==> src/rtl/acq_scan_sequencer_if.sv <==
// Control/status bundle between the acquisition scan sequencer and its environment.
// master: the sequencer (drives the pulser/mux/upload controls); slave: the environment side.
interface acq_scan_sequencer_if #(
  parameter int CH_NUM = 8
);
  localparam int CW = (CH_NUM > 1) ? $clog2(CH_NUM) : 1;

  logic              start;
  logic              stop;
  logic              cont;
  logic [CH_NUM-1:0] chan_mask;
  logic [15:0]       settle_cycles;
  logic [31:0]       prf_period;
  logic [7:0]        avg_num;
  logic              AD_sample_en;
  logic              upload_ack;
  logic [CW-1:0]     chan_sel;
  logic              pulse_trig;
  logic              burst_syn;
  logic              upload_req;
  logic [7:0]        shot_cnt;
  logic              busy;
  logic              frame_done;
  logic              timeout_err;

  modport master (
    input  start, stop, cont, chan_mask, settle_cycles, prf_period, avg_num,
           AD_sample_en, upload_ack,
    output chan_sel, pulse_trig, burst_syn, upload_req, shot_cnt, busy,
           frame_done, timeout_err
  );

  modport slave (
    output start, stop, cont, chan_mask, settle_cycles, prf_period, avg_num,
           AD_sample_en, upload_ack,
    input  chan_sel, pulse_trig, burst_syn, upload_req, shot_cnt, busy,
           frame_done, timeout_err
  );
endinterface

==> src/rtl/acq_scan_sequencer.sv <==
// Sequences per-channel flaw-detection shots: mux select, settle, fire, capture, upload.
// Latency: first pulse_trig 1 + enabled-channel seek + max(settle_cycles,1) + 1 cycles after start.
// Backpressure: stalls in UPLOAD until upload_ack; capture length is owned by AD_sample_en.
module acq_scan_sequencer #(
  parameter int CH_NUM  = 8,
  parameter int TIMEOUT = 1024,
  parameter int PULSE_W = 10
) (
  input  logic                 clk,
  input  logic                 reset,
  acq_scan_sequencer_if.master bus
);
  localparam int CW = (CH_NUM > 1) ? $clog2(CH_NUM) : 1;
  localparam int PW = $clog2(PULSE_W + 1);
  localparam logic [CW-1:0] LAST_IDX = CW'(CH_NUM - 1);

  typedef enum logic [3:0] {
    IDLE, SEEK, SETTLE, WAIT_PRF, FIRE, WAIT_START, WAIT_END, UPLOAD, DONE
  } state_e;

  state_e            state_q, state_d;
  logic [CW-1:0]     idx_q, idx_d;
  logic [CW-1:0]     chan_sel_q, chan_sel_d;
  logic [7:0]        shot_cnt_q, shot_cnt_d;
  logic [31:0]       tmr_q, tmr_d;
  logic [31:0]       prf_cnt_q, prf_cnt_d;
  logic [PW-1:0]     pulse_cnt_q, pulse_cnt_d;
  logic              burst_syn_q, burst_syn_d;
  logic              upload_req_q, upload_req_d;
  logic              frame_done_q, frame_done_d;
  logic              timeout_err_q, timeout_err_d;
  logic              stop_q, stop_d;
  logic              first_q, first_d;
  logic [CH_NUM-1:0] mask_q, mask_d;
  logic [15:0]       settle_q, settle_d;
  logic [31:0]       prf_q, prf_d;
  logic [7:0]        avg_q, avg_d;

  logic [16:0]       settle_eff;
  logic [8:0]        avg_eff;

  // Zero settle / zero averaging both behave as one.
  assign settle_eff = (settle_q == 16'd0) ? 17'd1 : {1'b0, settle_q};
  assign avg_eff    = (avg_q == 8'd0) ? 9'd1 : {1'b0, avg_q};

  // Next-state and output decode for the scan FSM.
  always_comb begin
    state_d       = state_q;
    idx_d         = idx_q;
    chan_sel_d    = chan_sel_q;
    shot_cnt_d    = shot_cnt_q;
    tmr_d         = tmr_q;
    burst_syn_d   = burst_syn_q;
    upload_req_d  = upload_req_q;
    frame_done_d  = 1'b0;
    timeout_err_d = timeout_err_q;
    stop_d        = stop_q;
    first_d       = first_q;
    mask_d        = mask_q;
    settle_d      = settle_q;
    prf_d         = prf_q;
    avg_d         = avg_q;
    // Pulse width runs on its own so FIRE can move on after one cycle.
    pulse_cnt_d   = (pulse_cnt_q != '0) ? pulse_cnt_q - PW'(1) : pulse_cnt_q;
    prf_cnt_d     = (prf_cnt_q == '1) ? prf_cnt_q : prf_cnt_q + 32'd1;

    if (state_q != IDLE && bus.stop) stop_d = 1'b1;

    case (state_q)
      IDLE: begin
        if (bus.start) begin
          mask_d        = bus.chan_mask;
          settle_d      = bus.settle_cycles;
          prf_d         = bus.prf_period;
          avg_d         = bus.avg_num;
          timeout_err_d = 1'b0;
          stop_d        = 1'b0;
          first_d       = 1'b1;
          idx_d         = '0;
          if (bus.chan_mask == '0) frame_done_d = 1'b1;
          else                     state_d = SEEK;
        end
      end
      SEEK: begin
        if (mask_q[idx_q]) begin
          chan_sel_d = idx_q;
          shot_cnt_d = 8'd0;
          tmr_d      = 32'd0;
          state_d    = SETTLE;
        end else if (idx_q == LAST_IDX) begin
          frame_done_d = 1'b1;
          state_d      = DONE;
        end else begin
          idx_d = idx_q + CW'(1);
        end
      end
      SETTLE: begin
        if (tmr_q + 32'd1 >= 32'(settle_eff)) state_d = WAIT_PRF;
        else                                   tmr_d = tmr_q + 32'd1;
      end
      WAIT_PRF: begin
        // FIRE begins the cycle after this decision, hence the +1: rises land exactly prf_period apart.
        // Only the first shot after an accepted start skips the repetition wait.
        if (first_q || (({1'b0, prf_cnt_q} + 33'd1) >= {1'b0, prf_q})) begin
          prf_cnt_d   = 32'd0;
          pulse_cnt_d = PW'(PULSE_W);
          burst_syn_d = 1'b1;
          first_d     = 1'b0;
          tmr_d       = 32'd0;
          state_d     = FIRE;
        end
      end
      FIRE: begin
        // tmr counts cycles since burst_syn rose, FIRE cycle included.
        tmr_d   = tmr_q + 32'd1;
        state_d = WAIT_START;
      end
      WAIT_START: begin
        if (bus.AD_sample_en) begin
          state_d = WAIT_END;
        end else if (tmr_q >= 32'(TIMEOUT - 1)) begin
          timeout_err_d = 1'b1;
          burst_syn_d   = 1'b0;
          pulse_cnt_d   = '0;
          state_d       = IDLE;
        end else begin
          tmr_d = tmr_q + 32'd1;
        end
      end
      WAIT_END: begin
        if (!bus.AD_sample_en) begin
          burst_syn_d  = 1'b0;
          upload_req_d = 1'b1;
          state_d      = UPLOAD;
        end
      end
      UPLOAD: begin
        if (bus.upload_ack) begin
          upload_req_d = 1'b0;
          shot_cnt_d   = shot_cnt_q + 8'd1;
          if (({1'b0, shot_cnt_q} + 9'd1) < avg_eff) begin
            state_d = WAIT_PRF;
          end else if (stop_q) begin
            state_d = IDLE;
          end else if (idx_q == LAST_IDX) begin
            frame_done_d = 1'b1;
            state_d      = DONE;
          end else begin
            idx_d   = idx_q + CW'(1);
            state_d = SEEK;
          end
        end
      end
      DONE: begin
        if (bus.cont && !stop_q) begin
          idx_d   = '0;
          state_d = SEEK;
        end else begin
          state_d = IDLE;
        end
      end
      default: state_d = IDLE;
    endcase
  end

  // State and datapath registers with synchronous reset.
  always_ff @(posedge clk) begin
    if (reset) begin
      state_q       <= IDLE;
      idx_q         <= '0;
      chan_sel_q    <= '0;
      shot_cnt_q    <= '0;
      tmr_q         <= '0;
      prf_cnt_q     <= '0;
      pulse_cnt_q   <= '0;
      burst_syn_q   <= 1'b0;
      upload_req_q  <= 1'b0;
      frame_done_q  <= 1'b0;
      timeout_err_q <= 1'b0;
      stop_q        <= 1'b0;
      first_q       <= 1'b0;
      mask_q        <= '0;
      settle_q      <= '0;
      prf_q         <= '0;
      avg_q         <= '0;
    end else begin
      state_q       <= state_d;
      idx_q         <= idx_d;
      chan_sel_q    <= chan_sel_d;
      shot_cnt_q    <= shot_cnt_d;
      tmr_q         <= tmr_d;
      prf_cnt_q     <= prf_cnt_d;
      pulse_cnt_q   <= pulse_cnt_d;
      burst_syn_q   <= burst_syn_d;
      upload_req_q  <= upload_req_d;
      frame_done_q  <= frame_done_d;
      timeout_err_q <= timeout_err_d;
      stop_q        <= stop_d;
      first_q       <= first_d;
      mask_q        <= mask_d;
      settle_q      <= settle_d;
      prf_q         <= prf_d;
      avg_q         <= avg_d;
    end
  end

  assign bus.chan_sel    = chan_sel_q;
  assign bus.pulse_trig  = (pulse_cnt_q != '0);
  assign bus.burst_syn   = burst_syn_q;
  assign bus.upload_req  = upload_req_q;
  assign bus.shot_cnt    = shot_cnt_q;
  assign bus.busy        = (state_q != IDLE);
  assign bus.frame_done  = frame_done_q;
  assign bus.timeout_err = timeout_err_q;
endmodule

==> src/flat_wrapper.sv <==
// flat-port wrapper written by rule: the top's interface ports become plain ports
module acq_scan_sequencer_flat 
#(
  parameter int CH_NUM  = 8,
  parameter int TIMEOUT = 1024,
  parameter int PULSE_W = 10
)
  (clk, reset, bus_start, bus_stop, bus_cont, bus_chan_mask, bus_settle_cycles, bus_prf_period, bus_avg_num, bus_AD_sample_en, bus_upload_ack, bus_chan_sel, bus_pulse_trig, bus_burst_syn, bus_upload_req, bus_shot_cnt, bus_busy, bus_frame_done, bus_timeout_err);
  acq_scan_sequencer_if #(.CH_NUM(CH_NUM)) bus_i ();
  input  logic clk;
  input  logic reset;
  input wire logic [$bits(bus_i.start)-1:0] bus_start;
  input wire logic [$bits(bus_i.stop)-1:0] bus_stop;
  input wire logic [$bits(bus_i.cont)-1:0] bus_cont;
  input wire logic [$bits(bus_i.chan_mask)-1:0] bus_chan_mask;
  input wire logic [$bits(bus_i.settle_cycles)-1:0] bus_settle_cycles;
  input wire logic [$bits(bus_i.prf_period)-1:0] bus_prf_period;
  input wire logic [$bits(bus_i.avg_num)-1:0] bus_avg_num;
  input wire logic [$bits(bus_i.AD_sample_en)-1:0] bus_AD_sample_en;
  input wire logic [$bits(bus_i.upload_ack)-1:0] bus_upload_ack;
  output wire logic [$bits(bus_i.chan_sel)-1:0] bus_chan_sel;
  output wire logic [$bits(bus_i.pulse_trig)-1:0] bus_pulse_trig;
  output wire logic [$bits(bus_i.burst_syn)-1:0] bus_burst_syn;
  output wire logic [$bits(bus_i.upload_req)-1:0] bus_upload_req;
  output wire logic [$bits(bus_i.shot_cnt)-1:0] bus_shot_cnt;
  output wire logic [$bits(bus_i.busy)-1:0] bus_busy;
  output wire logic [$bits(bus_i.frame_done)-1:0] bus_frame_done;
  output wire logic [$bits(bus_i.timeout_err)-1:0] bus_timeout_err;
  assign bus_i.start = bus_start;
  assign bus_i.stop = bus_stop;
  assign bus_i.cont = bus_cont;
  assign bus_i.chan_mask = bus_chan_mask;
  assign bus_i.settle_cycles = bus_settle_cycles;
  assign bus_i.prf_period = bus_prf_period;
  assign bus_i.avg_num = bus_avg_num;
  assign bus_i.AD_sample_en = bus_AD_sample_en;
  assign bus_i.upload_ack = bus_upload_ack;
  assign bus_chan_sel = bus_i.chan_sel;
  assign bus_pulse_trig = bus_i.pulse_trig;
  assign bus_burst_syn = bus_i.burst_syn;
  assign bus_upload_req = bus_i.upload_req;
  assign bus_shot_cnt = bus_i.shot_cnt;
  assign bus_busy = bus_i.busy;
  assign bus_frame_done = bus_i.frame_done;
  assign bus_timeout_err = bus_i.timeout_err;
  acq_scan_sequencer #(.CH_NUM(CH_NUM), .TIMEOUT(TIMEOUT), .PULSE_W(PULSE_W)) u_core (.clk(clk), .reset(reset), .bus(bus_i));
endmodule
==> config.mk <==
export PLATFORM = sky130hd
export DESIGN_NAME = acq_scan_sequencer_flat
export DESIGN_NICKNAME = d
export VERILOG_FILES = /design/src/rtl/acq_scan_sequencer_if.sv /design/src/rtl/acq_scan_sequencer.sv /design/src/flat_wrapper.sv
export SDC_FILE = /design/constraint.sdc
export NUM_CORES = 1
export LEC_CHECK = 0
export ABC_AREA = 1
export CAP_MARGIN = 25
export CORE_ASPECT_RATIO = 1.1
export CORE_MARGIN = 2
export CORE_UTILIZATION = 58
export CTS_CLUSTER_SIZE = 8
export DETAILED_ROUTE_END_ITERATION = 10
export PLACE_DENSITY = 0.88
export SLEW_MARGIN = 20
export SYNTH_ARGS = -nofsm -noshare
export SYNTH_HDL_FRONTEND = slang
export SYNTH_SLANG_ARGS = --single-unit
==> constraint.sdc <==
create_clock -name clk -period 4.65 [get_ports clk]
set_clock_uncertainty 0.15 [all_clocks]
set_input_delay 0.93 -clock clk [delete_from_list [all_inputs] [get_ports clk]]
set_output_delay 0.93 -clock clk [all_outputs]
set_load 0.02 [all_outputs]
==> results.toml <==
[yosys]
syn_avg_cell_area_um2 = 6.59
synth_top_family_by_area = "simple AND/OR/NAND/NOR gates"
synth_area_leaders = "dfxtp_1 33%, nand2_1 12%, nor2_1 9.0%, ha_1 8.2%, inv_1 6.9%"
synth_cells = 1416
muxShareOfSynthArea_pct = 0
synthArstFlopShare_pct = 0
synth_top_area_share_pct = 33.5
synth_compound_area_share_pct = 13.4
synth-seq-area-share_pct = 33.5
synth-edff-count = 0
ys.flop_type = "dfxtp_1"
ys_types = 40
synth-xor-area-share_pct = 3.75
yosys.area_share.adder_pct = 8.18
yosysTopAreaCell = "dfxtp_1"
synth_nets = 1548
synth_simple_gate_area_share_pct = 31.9
synth-seq-cells = 156
yosys_warnings = 0
syn_area_um2 = 9330

[global_routing]
grt_max_degree = 81
grtUsageMet1_pct = 32.7
grt_pass1_vias = 9016
antenna_found_initial = 0
use_met3_pct = 5.67
globalRouteTotalUtil_pct = 28.1
grt_pass1_wl_um = 40100
met2_usage_pct = 51.2
grt.overflow.total = 0
gr-max-usage-layer = "met2"

[finish]
nets = 1619
drive_above_1_share_pct = 5.34
multi_input_area_um2 = 5370
layout_commonest_cell = "nand2_1"
ff_latch_area_um2 = 3120
mostFrequentLayoutCells = "296 x nand2_1, 223 x nor2_1, 171 x inv_1"
diodes = 0
n_fill_cell = 1273
fin_util_pct = 70.2
area_growth_pct = 18.3

[setup_path]
cp-end-kind = "flop"
required_ns = 4.81
start_kind = "flop"
cp_cell_sequence = "ha_1 -> nand3_1 -> nor2_2 -> nand4_1 -> nor4_4 -> nand3_1 -> nor2_1 -> nand2_1 -> xor2_1 -> inv_1 -> ha_1 -> nand4_1 -> nor3_1 -> nand4_1 -> nor3b_1 -> nand2_1 -> nand2_1 -> nand2_1 -> buf_4 -> nor3_1"
crit_path_max_fanout = 29
worstPathArrival_ns = 4.34
r2r_start = "u_core.prf_cnt_q[0]$_SDFF_PP0_"
cp_slowest_cell = "dfxtp_1"
max_stage_delay_ns = 0.40
crit_family = "simple AND/OR/NAND/NOR gates"
cpMostUsedCell = "nand2_1"
ff2ff_setup_slack_ns = 0.47
reg2reg_to = "u_core.prf_cnt_q[1]$_SDFF_PP0_"
crit_buf_inv = 2
r2r_cells = 20
path_class = "reg -> reg"

[detailed_routing]
dr_total_vias = 9376
drt_iter0_markers = 866
postRouteAntennaNets = 0
wl_um = 23700
wl_per_cell_um = 14.0
drt-vias-per-instance = 5.52
drc = 0
drt_first_pass_iters = 8

[clock_network]
cts.sinks = 156
cts_buffers = 17
cts_root_buffer = "clkbuf_16"
path_clk_slew_ns = 0.06
cts_tree = "yes"
cts-hold-fix-buffers = 0
cts_buffer_depth = 2
insertion_delay_ns = 0.43
htreeDepth = 4

[sta]
timing.fmax_mhz = 239
whs_ns = 0.308
fin_crit_sh_pct = 90.0
tightest_slew_ns = 1.00
relSlewSlack_pct = 33.1
slew_viol_final = 0
setup_viol = 0
hold_viol_final = 0
layout_min_cycle_time_ns = 4.18
fin_tns_setup_ns = 0

[outcome]
status = "finished clean"

[power_and_ir_drop]
leakagePower_uw = 0.00485
p_per_area_nw_per_um2 = 567
power_uw = 6260
vdd_drop_max_mv = 0.337

[die]
start_util_pct = 59.3
die_h_um = 137
num_io_pins = 88
fp.dieW_um = 125
die_area_um2 = 17100
rows = 48
core-area_um2 = 15700

[worst_hold_path]
hp-class = "reg -> reg"
hold_end = "u_core.prf_q[23]$_SDFFE_PP0P_"
hp-start = "u_core.prf_q[23]$_SDFFE_PP0P_"
hold_path_depth = 2

[placed_design]
hpwlAfterDp_um = 16700
port-buffer-count = 87
place.gp.congestion = 0.930

[flow_run]
cap_violations = 0
## cell families after synthesis
kind of cell | Yosys count
compound gates | 235
flops | 156
xor+xnor | 40
buf+inv | 224
simple gates | 700
fa+ha+maj | 61
## registers in the layout, indices dropped and copies added (netlist names), 3 cells and up
name and flops:
u_core.avg_q 8, u_core.state_q 4, u_core.pulse_cnt_q 4, u_core.mask_q 8, u_core.bus.shot_cnt 8, u_core.settle_q 16
u_core.prf_q 32, u_core.prf_cnt_q 32, u_core.tmr_q 32, u_core.idx_q 3, u_core.bus.chan_sel 3
## worst min-delay path: cells and delay by family (launching register included)
family | cells | cell delay (ns)
AOI/OAI and AO/OA | 1 | 0.06
buffers and inverters | 1 | 0.06
DFF | 1 | 0.29
## Yosys cell counts (2+ instances only)
library cell,n
nand2_1,296
xnor2_1,9
clkbuf_1,35
nor3_1,23
a21oi_1,123
o21ai_0,86
buf_2,6
nand3_1,91
nor2_4,5
nor2_2,9
or2_2,4
nand4_1,23
xor2_1,31
nand2_2,6
o211ai_1,4
ha_1,61
nor4_1,9
nand3b_1,4
a31oi_1,2
inv_1,172
inv_2,8
dfxtp_1,156
a21o_1,3
a211oi_1,8
nor2_1,225
buf_6,3
## metrics by stage
| stage | setup slack (ns) | area [um2] | cells |
|---|---|---|---|
| 2_1_floorplan | 0.988 | 9330 | 1416 |
| 3_3_place_gp | 0.476 | 10300 | 1667 |
| 3_5_place_dp | 0.397 | 10300 | 1667 |
| 4_1_cts | 0.254 | 11000 | 1698 |
| 5_1_grt | -0.0504 | 11000 | 1699 |
| 6_report | 0.466 | 11000 | 1699 |
## timing repair
action,CTS,global route
setup endpoints to repair,0,61
buffers inserted,0,1
gates resized for setup,0,7
## cell type report
type                            instances  share of cell area [%]
Sequential cell                       156                    28.3
Tap cell                              200                    2.27
Inverter                              180                    6.13
Timing Repair Buffer                   96                    8.80
Clock inverter                         13                    1.94
Clock buffer                           18                    3.98
Multi-Input combinational cell       1036                    48.6
## layer usage
| metal | vias up | wire length [um] |
|---|---|---|
| met5 | - | 0 |
| met4 | 0 | 694 |
| met3 | 69 | 1410 |
| met2 | 340 | 11600 |
| met1 | 4246 | 10000 |
| li1 | 4721 | - |
## how the worst max path moves through the flow
stage / cells past startpoint / to / startpoint
5_1_grt: 20 / u_core.prf_cnt_q[2]$_SDFF_PP0_ / u_core.prf_cnt_q[0]$_SDFF_PP0_
2_1_floorplan: 22 / u_core.tmr_q[8]$_SDFFE_PP0P_ / u_core.prf_cnt_q[0]$_SDFF_PP0_
3_5_place_dp: 21 / u_core.tmr_q[18]$_SDFFE_PP0P_ / u_core.prf_cnt_q[0]$_SDFF_PP0_
6_report: 20 / u_core.prf_cnt_q[1]$_SDFF_PP0_ / u_core.prf_cnt_q[0]$_SDFF_PP0_
3_3_place_gp: 21 / u_core.tmr_q[10]$_SDFFE_PP0P_ / u_core.prf_cnt_q[0]$_SDFF_PP0_
4_1_cts: 23 / u_core.tmr_q[15]$_SDFFE_PP0P_ / u_core.prf_cnt_q[0]$_SDFF_PP0_
## report_power, final
| part | internal (uW) | total (uW) | switching, uW | leakage [uW] |
|---|---|---|---|---|
| combinational | 1000 | 2710 | 1700 | 0.00326 |
| sequential | 1700 | 2000 | 297 | 0.00128 |
| clock | 968 | 1550 | 582 | 0.000313 |
| total | 3670 | 6260 | 2580 | 0.00485 |
(Power assumes the default switching activity.)
